<file path="src/rtl/alu_mul_sequencer.sv">
// alu_mul_sequencer: iterative shift-add multiplier that borrows the shared EX-stage ALU for its adds.
// Define MUL_SIGNED_EN for two's-complement operands (magnitude multiply plus a FIX negation state).
module alu_mul_sequencer #(
   parameter int WIDTH = 32,
   parameter int CNT_W = 6
) (
   input  logic               clk_i,
   input  logic               rst_i,
   input  logic               start_i,
   input  logic [WIDTH-1:0]   src1_i,
   input  logic [WIDTH-1:0]   src2_i,
   output logic               busy_o,
   output logic               done_o,
   output logic [2*WIDTH-1:0] prod_o,
   output logic               alu_req_o,
   input  logic               alu_gnt_i,
   output logic [3:0]         alu_ctrl_o,
   output logic [WIDTH-1:0]   alu_src1_o,
   output logic [WIDTH-1:0]   alu_src2_o,
   input  logic [WIDTH-1:0]   alu_result_i,
   input  logic               alu_cout_i
);
   typedef enum logic [1:0] {S_IDLE, S_ITER, S_FIX, S_DONE} state_t;
   state_t               r_state, w_next, w_after;
   logic [WIDTH-1:0]     r_mcand, r_hi, r_lo, w_mcand, w_mplier;
   logic [CNT_W-1:0]     r_cnt;
   logic [2*WIDTH-1:0]   r_prod, w_shift;
   logic                 w_last, w_step, w_accept;
`ifdef MUL_SIGNED_EN
   logic                 r_sign;
   assign w_mcand  = src1_i[WIDTH-1] ? -src1_i : src1_i;
   assign w_mplier = src2_i[WIDTH-1] ? -src2_i : src2_i;
   assign w_after  = S_FIX;
`else
   assign w_mcand  = src1_i;
   assign w_mplier = src2_i;
   assign w_after  = S_DONE;
`endif
   assign w_accept = (r_state == S_IDLE) && start_i;
   assign w_step   = (r_state == S_ITER) && alu_gnt_i;
   assign w_last   = r_cnt == CNT_W'(WIDTH-1);
   // carry-out becomes the new top bit while the multiplier shifts out the bottom
   assign w_shift  = {alu_cout_i, alu_result_i, r_lo[WIDTH-1:1]};
   always_comb begin
      w_next = r_state;
      case (r_state)
         S_IDLE:  w_next = start_i ? S_ITER : S_IDLE;
         S_ITER:  w_next = (alu_gnt_i && w_last) ? w_after : S_ITER;
         S_FIX:   w_next = S_DONE;
         default: w_next = S_IDLE;
      endcase
   end
   always_ff @(posedge clk_i or posedge rst_i) begin
      if (rst_i) begin
         r_state <= S_IDLE;
         r_mcand <= '0;
         r_hi    <= '0;
         r_lo    <= '0;
         r_cnt   <= '0;
         r_prod  <= '0;
`ifdef MUL_SIGNED_EN
         r_sign  <= 1'b0;
`endif
      end else begin
         r_state <= w_next;
         if (w_accept) begin
            r_mcand <= w_mcand;
            r_lo    <= w_mplier;
            r_hi    <= '0;
            r_cnt   <= '0;
`ifdef MUL_SIGNED_EN
            r_sign  <= src1_i[WIDTH-1] ^ src2_i[WIDTH-1];
`endif
         end
         if (w_step) begin
            {r_hi, r_lo} <= w_shift;
            r_cnt        <= r_cnt + 1'b1;
`ifndef MUL_SIGNED_EN
            if (w_last) r_prod <= w_shift;
`endif
         end
`ifdef MUL_SIGNED_EN
         if (r_state == S_FIX) r_prod <= r_sign ? -{r_hi, r_lo} : {r_hi, r_lo};
`endif
      end
   end
   assign alu_req_o  = r_state == S_ITER;
   assign alu_ctrl_o = alu_req_o ? 4'b0010 : 4'b0000;
   assign alu_src1_o = alu_req_o ? r_hi : '0;
   assign alu_src2_o = (alu_req_o && r_lo[0]) ? r_mcand : '0;
   assign busy_o     = r_state != S_IDLE;
   assign done_o     = r_state == S_DONE;
   assign prod_o     = r_prod;
endmodule

</file>
<file path="config.mk">
export PLATFORM = sky130hd
export DESIGN_NAME = alu_mul_sequencer
export DESIGN_NICKNAME = d
export VERILOG_FILES = /design/src/rtl/alu_mul_sequencer.sv
export SDC_FILE = /design/constraint.sdc
export NUM_CORES = 1
export LEC_CHECK = 0
export BUFFER_PORTS_ARGS = -buffer_cell sky130_fd_sc_hd__buf_4
export CAP_MARGIN = 30
export CORE_UTILIZATION = 54
export CTS_CLUSTER_DIAMETER = 120
export DETAILED_ROUTE_END_ITERATION = 16
export PLACE_DENSITY = 0.85
export SYNTH_ARGS = -nofsm -noshare
export SYNTH_HDL_FRONTEND = slang
export SYNTH_SLANG_ARGS = --single-unit
</file>
<file path="constraint.sdc">
create_clock -name clk_i -period 11.4 [get_ports clk_i]
set_input_delay 0.57 -clock clk_i [delete_from_list [all_inputs] [get_ports clk_i]]
set_output_delay 0.57 -clock clk_i [all_outputs]
set_load 0.03 [all_outputs]
</file>
# Word-level counts from Yosys, hierarchy flattened
# Cells that the tools add are included.
# op_classes
add_sub_neg,1
eq_ne,4
muxes,12
n_reduce_logical,8
# ops
operator,n
32-bit 2-to-1 mux,6
6-bit 2-to-1 mux,2
"6-bit by 1-bit adder with 6-bit output, second input constant",1
"6-bit by 5-bit == test with 1-bit output, second input constant",1
2-bit case mux with 3 select lines,1
"2-bit == test, second input constant",2
1-bit logical AND,4
2-bit 2-to-1 mux,2
2-bit nonzero test,2
"2-bit by 1-bit == test with 1-bit output, second input constant",1
2-bit logical NOT,1
2-bit AND reduction,1
1-bit 2-to-1 mux,1
# totals
ff_bits,168
inputBits,101
output_inout_bits,135
elab_cells,31

# Logic depth before layout (Yosys ltp)
# depth
word_depth,4
mapped_depth,7
mapped_depth_nobuf,5

# Least setup slack after synthesis
# Ideal clock, no wire load.
# synth_timing
kind,register -> output
startpoint,register r_state[1]
endpoint,output port alu_src2_o[31]
arrival_time_ps,1752
required_ps,10830
path_slack_ps,9078
path_stages_with_launch,6
path_buffers,2
path_cell_list,dfrtp_1 -> inv_1 -> ha_1 -> clkbuf_1 -> clkbuf_1 -> and3_1
# synth_via
elab_chain_len,3
# synth_rtl
element,line_no,source
"start, declared",24,"state_t r_state, w_next, w_after;"
"start signal, assigned",65,r_state <= w_next;
2-bit by 1-bit == test with 1-bit output,87,assign alu_req_o = r_state == S_ITER;
named net alu_req_o,15,"output logic alu_req_o,"
1-bit logical AND,90,assign alu_src2_o = (alu_req_o && r_lo[0]) ? r_mcand : '0;
32-bit 2-to-1 mux,90,
"end, declared",19,"output logic [WIDTH-1:0] alu_src2_o,"
# The timed path passes the listed nets, and every way through them passes these cells.

# Worst setup path in the final report
# layout_timing
startpoint,register r_state[1]
endpoint,register r_prod[41] (netlist: prod_o[41])
# layout_via
elab_chain_len,3
# layout_rtl
element,line_no,source
2-bit by 1-bit == test with 1-bit output,40,assign w_step = (r_state == S_ITER) && alu_gnt_i;
1-bit logical AND,40,
2-bit AND reduction (no line),-,
"end signal, assigned",79,if (w_last) r_prod <= w_shift;
"end, declared",27,"logic [2*WIDTH-1:0] r_prod, w_shift;"
# Every way passes these cells.
# A chain may end at the register's enable or synchronous reset.

==> summary.md <==
| Metric | Value |
|---|---|
| # rows | `41` |
| Synth Register Bits | `168` |
| Worst-Skew Late Latency | `0.42 ns` |
| CTS max path bufs | `2` |
| Share of layout cells above drive strength 1 | `0.418` |
| Nets | `859` |
| Die area | `13500 um2` |
| Ys Warns | `0` |
| Type of the worst min-delay path | `in2async` |
| Min Tclk post-route | `3.09 ns` |
| Setup CP Type | `reg2reg` |
| Tcrit/Tclk final | `0.271` |
| PostCTS Resize Cnt | `0` |
| P_int | `1.24 mW` |
| Reg-to-Reg End | `prod_o[41]` |
| Clk sinks | `168` |
| Pwr Density | `182 nW/um2` |
| WP data required | `11.70 ns` |
| Starting Density | `0.556` |
| H-Tree Depth | `4` |
| Top cell type's share of synthesized area | `0.597` |
| Comb power frac | `0.211` |
| Hold WS | `0.324 ns` |
| Total Routing Usage GR | `0.256` |
| Gr ovfl total | `0` |
| Final HPWL DP | `11300 um` |
| Slew Limit Fails | `0` |
| Depth of the most critical reg-to-reg path | `7` |
| Clk pwr share | `0.355` |
| WL/cell | `17.8 um` |
| Antenna Nets Post-Route | `0` |
| Die outline width | `116 um` |
| Synth cell types | `27` |
| First-pass iteration count of the detailed router | `4` |
| Critical Path, Cell by Cell | `inv_1, ha_2, buf_12, nand4_1, nor3_4, buf_4, mux2_2` |
| Endpoints failing hold | `0` |
| Chip height | `116 um` |
| Fin worst setup slack | `8.31 ns` |
| R2R setup slack | `8.31 ns` |
| Core Area | `12700 um2` |
| Diodes inserted | `0` |
| Vias in the first global route | `5155` |
| Crit path capture type | `flip-flop` |
| Input/output buffers | `232` |
| Critical Path Slowest Stage Cell | `buf_4` |
| Setup WS pre-CTS | `7.72 ns` |
| Slew @ Worst Pin | `0.921 ns` |
| Max rail drop VDD | `0.111 mV` |
| Switching power | `0.488 mW` |
| Setup_tns | `0 ns` |
| CTS Hold Bufs | `0` |
| RSZ-0062 raised after global routing | `false` |
| First-pass GRT wire length | `25900 um` |
| CTS root buffer | `clkbuf_16` |
| Outcome | `finished, final reports clean` |
| Top Ports | `236` |
| Share of power burned in registers | `0.434` |
| Vias | `5077` |
| Post-synth top cells | `168 x dfrtp_1, 49 x mux2_1, 48 x mux2_2` |
| Worst r2r src | `r_state[1]` |
| Switch share | `0.282` |
| MaxCap Viol Count | `0` |
| Post-Synthesis Cells | `536` |
| Clock-pin transition on the worst setup and hold timing paths | `0.06 ns` |
| Count leader, synth | `dfrtp_1` |
| First DRT Iteration DRCs | `275` |
| Leak | `5.14 nW` |
| Drt total wl | `16600 um` |
| Cells taking the most area after synthesis | `dfrtp_1 60%, mux2_1 7.8%, mux2_2 7.7%, mux2i_1 4.7%, a22o_1 4.1%` |
| Sequential share of the synthesized area | `0.597` |
| Crit path launch type | `flip-flop` |
| Post-CTS Setup Bufs | `0` |
| WP buf/inv | `3` |
| Vias/cell | `5.42` |
| EDFF count, synth | `0` |
| Avg Inst Size Synth | `13.1 um2` |
| Max frequency | `324 MHz` |
| Main synth FF type | `dfrtp_1` |
| Asr flop ratio synth | `1.00` |
| Setup Skew | `0.00797 ns` |
| Post-Syn Area | `7040 um2` |
| Routability cong. | `0.757` |
| CTS tree | `yes` |
| Initial antenna violation count | `0` |
| CP Max Fanout | `69` |
| CP arrival | `3.39 ns` |
| CP delay by family, top | `buffers and inverters` |
| Yosys top cell by area | `dfrtp_1` |
| Slew headroom | `0.386` |
| # fillers | `865` |
| Maximum number of pins on one net before global-route repair | `106` |
| Slowest cell delay on critical path | `0.71 ns` |
| Number of setup violations in the final report | `0` |
| Num CTS Buffers | `17` |
| DRC viols | `0` |
| Area Growth Syn to Fin | `35.0%` |
cell families after synthesis:
kind of cell	count (synthesis)	synth area share
other cells	1	0.000532
buf+inv	48	0.0352
mux	130	0.202
xor+xnor	1	0.00124
fa+ha+maj	5	0.00888
compound gates	74	0.0721
flops	168	0.597
simple gates	109	0.0831
cell usage in the layout (no fill, tap or decap), drive strengths merged, types with 4 or more instances in the layout:
| cell | instances |
|---|---|
| buf | 238 |
| dfrtp | 168 |
| mux2 | 97 |
| nand2 | 38 |
| o21ai | 35 |
| a22o | 33 |
| mux2i | 33 |
| and2 | 33 |
| and3 | 32 |
| clkbuf | 21 |
| inv | 6 |
| bufinv | 5 |
| ha | 5 |
| clkinv | 4 |
power by group through the flow:
| stage | Combinational, mW | Clock [mW] | Sequential (mW) |
|---|---|---|---|
| after detailed placement | 0.364 | 0 | 0.758 |
| after global placement | 0.351 | 0 | 0.751 |
| final | 0.364 | 0.614 | 0.752 |
| after floorplan | 0.246 | 0 | 0.734 |
| after CTS | 0.365 | 0.623 | 0.750 |
| after global routing | 0.393 | 0.649 | 0.763 |
cell type report:
| cell class | count | area [um2] | share of cell area |
|---|---|---|---|
| flip-flops and latches | 168 | 4200 | 0.442 |
| multi-input cells | 322 | 2620 | 0.275 |
| repair buffers | 238 | 1820 | 0.191 |
| clock buffers | 21 | 450 | 0.0474 |
| well taps | 172 | 215 | 0.0226 |
| clock inverters | 9 | 174 | 0.0183 |
| inverters | 6 | 27.5 | 0.00290 |
metrics by stage:
step	cell area, um2	utilization	power [mW]	cells
2_1_floorplan	7050	-	0.980	538
3_3_place_gp	8830	0.697	1.10	904
3_5_place_dp	8830	0.697	1.12	904
4_1_cts	9460	0.747	1.74	934
5_1_grt	9510	0.750	1.81	936
6_report	9510	0.750	1.73	936
state kept, by name, summed over array words and instances (netlist names):
name / cells
prod_o: 64
r_hi: 32
r_lo: 32
r_mcand: 32
r_cnt: 6
r_state: 2
layer usage:
metal  vias to the layer above  part of all wire  track usage
met2                       198              0.50        0.425
met5                         -                 0            0
li1                       2309                 -            -
met3                        44             0.073       0.0851
met1                      2526              0.40        0.306
met4                         0             0.028        0.109
worst max path at each step:
stage,startpoint,endpoint,slack (ns),depth (start not counted)
5_1_grt,r_state[1],prod_o[41],8.13,7
2_1_floorplan,rst_i,prod_o[0],6.28,1
6_report,r_state[1],prod_o[41],8.31,7
3_5_place_dp,r_state[1],prod_o[52],7.72,6
4_1_cts,r_state[1],prod_o[52],7.73,6
3_3_place_gp,r_state[1],prod_o[41],7.88,6
Note: power is estimated with default switching activity, not from simulation.
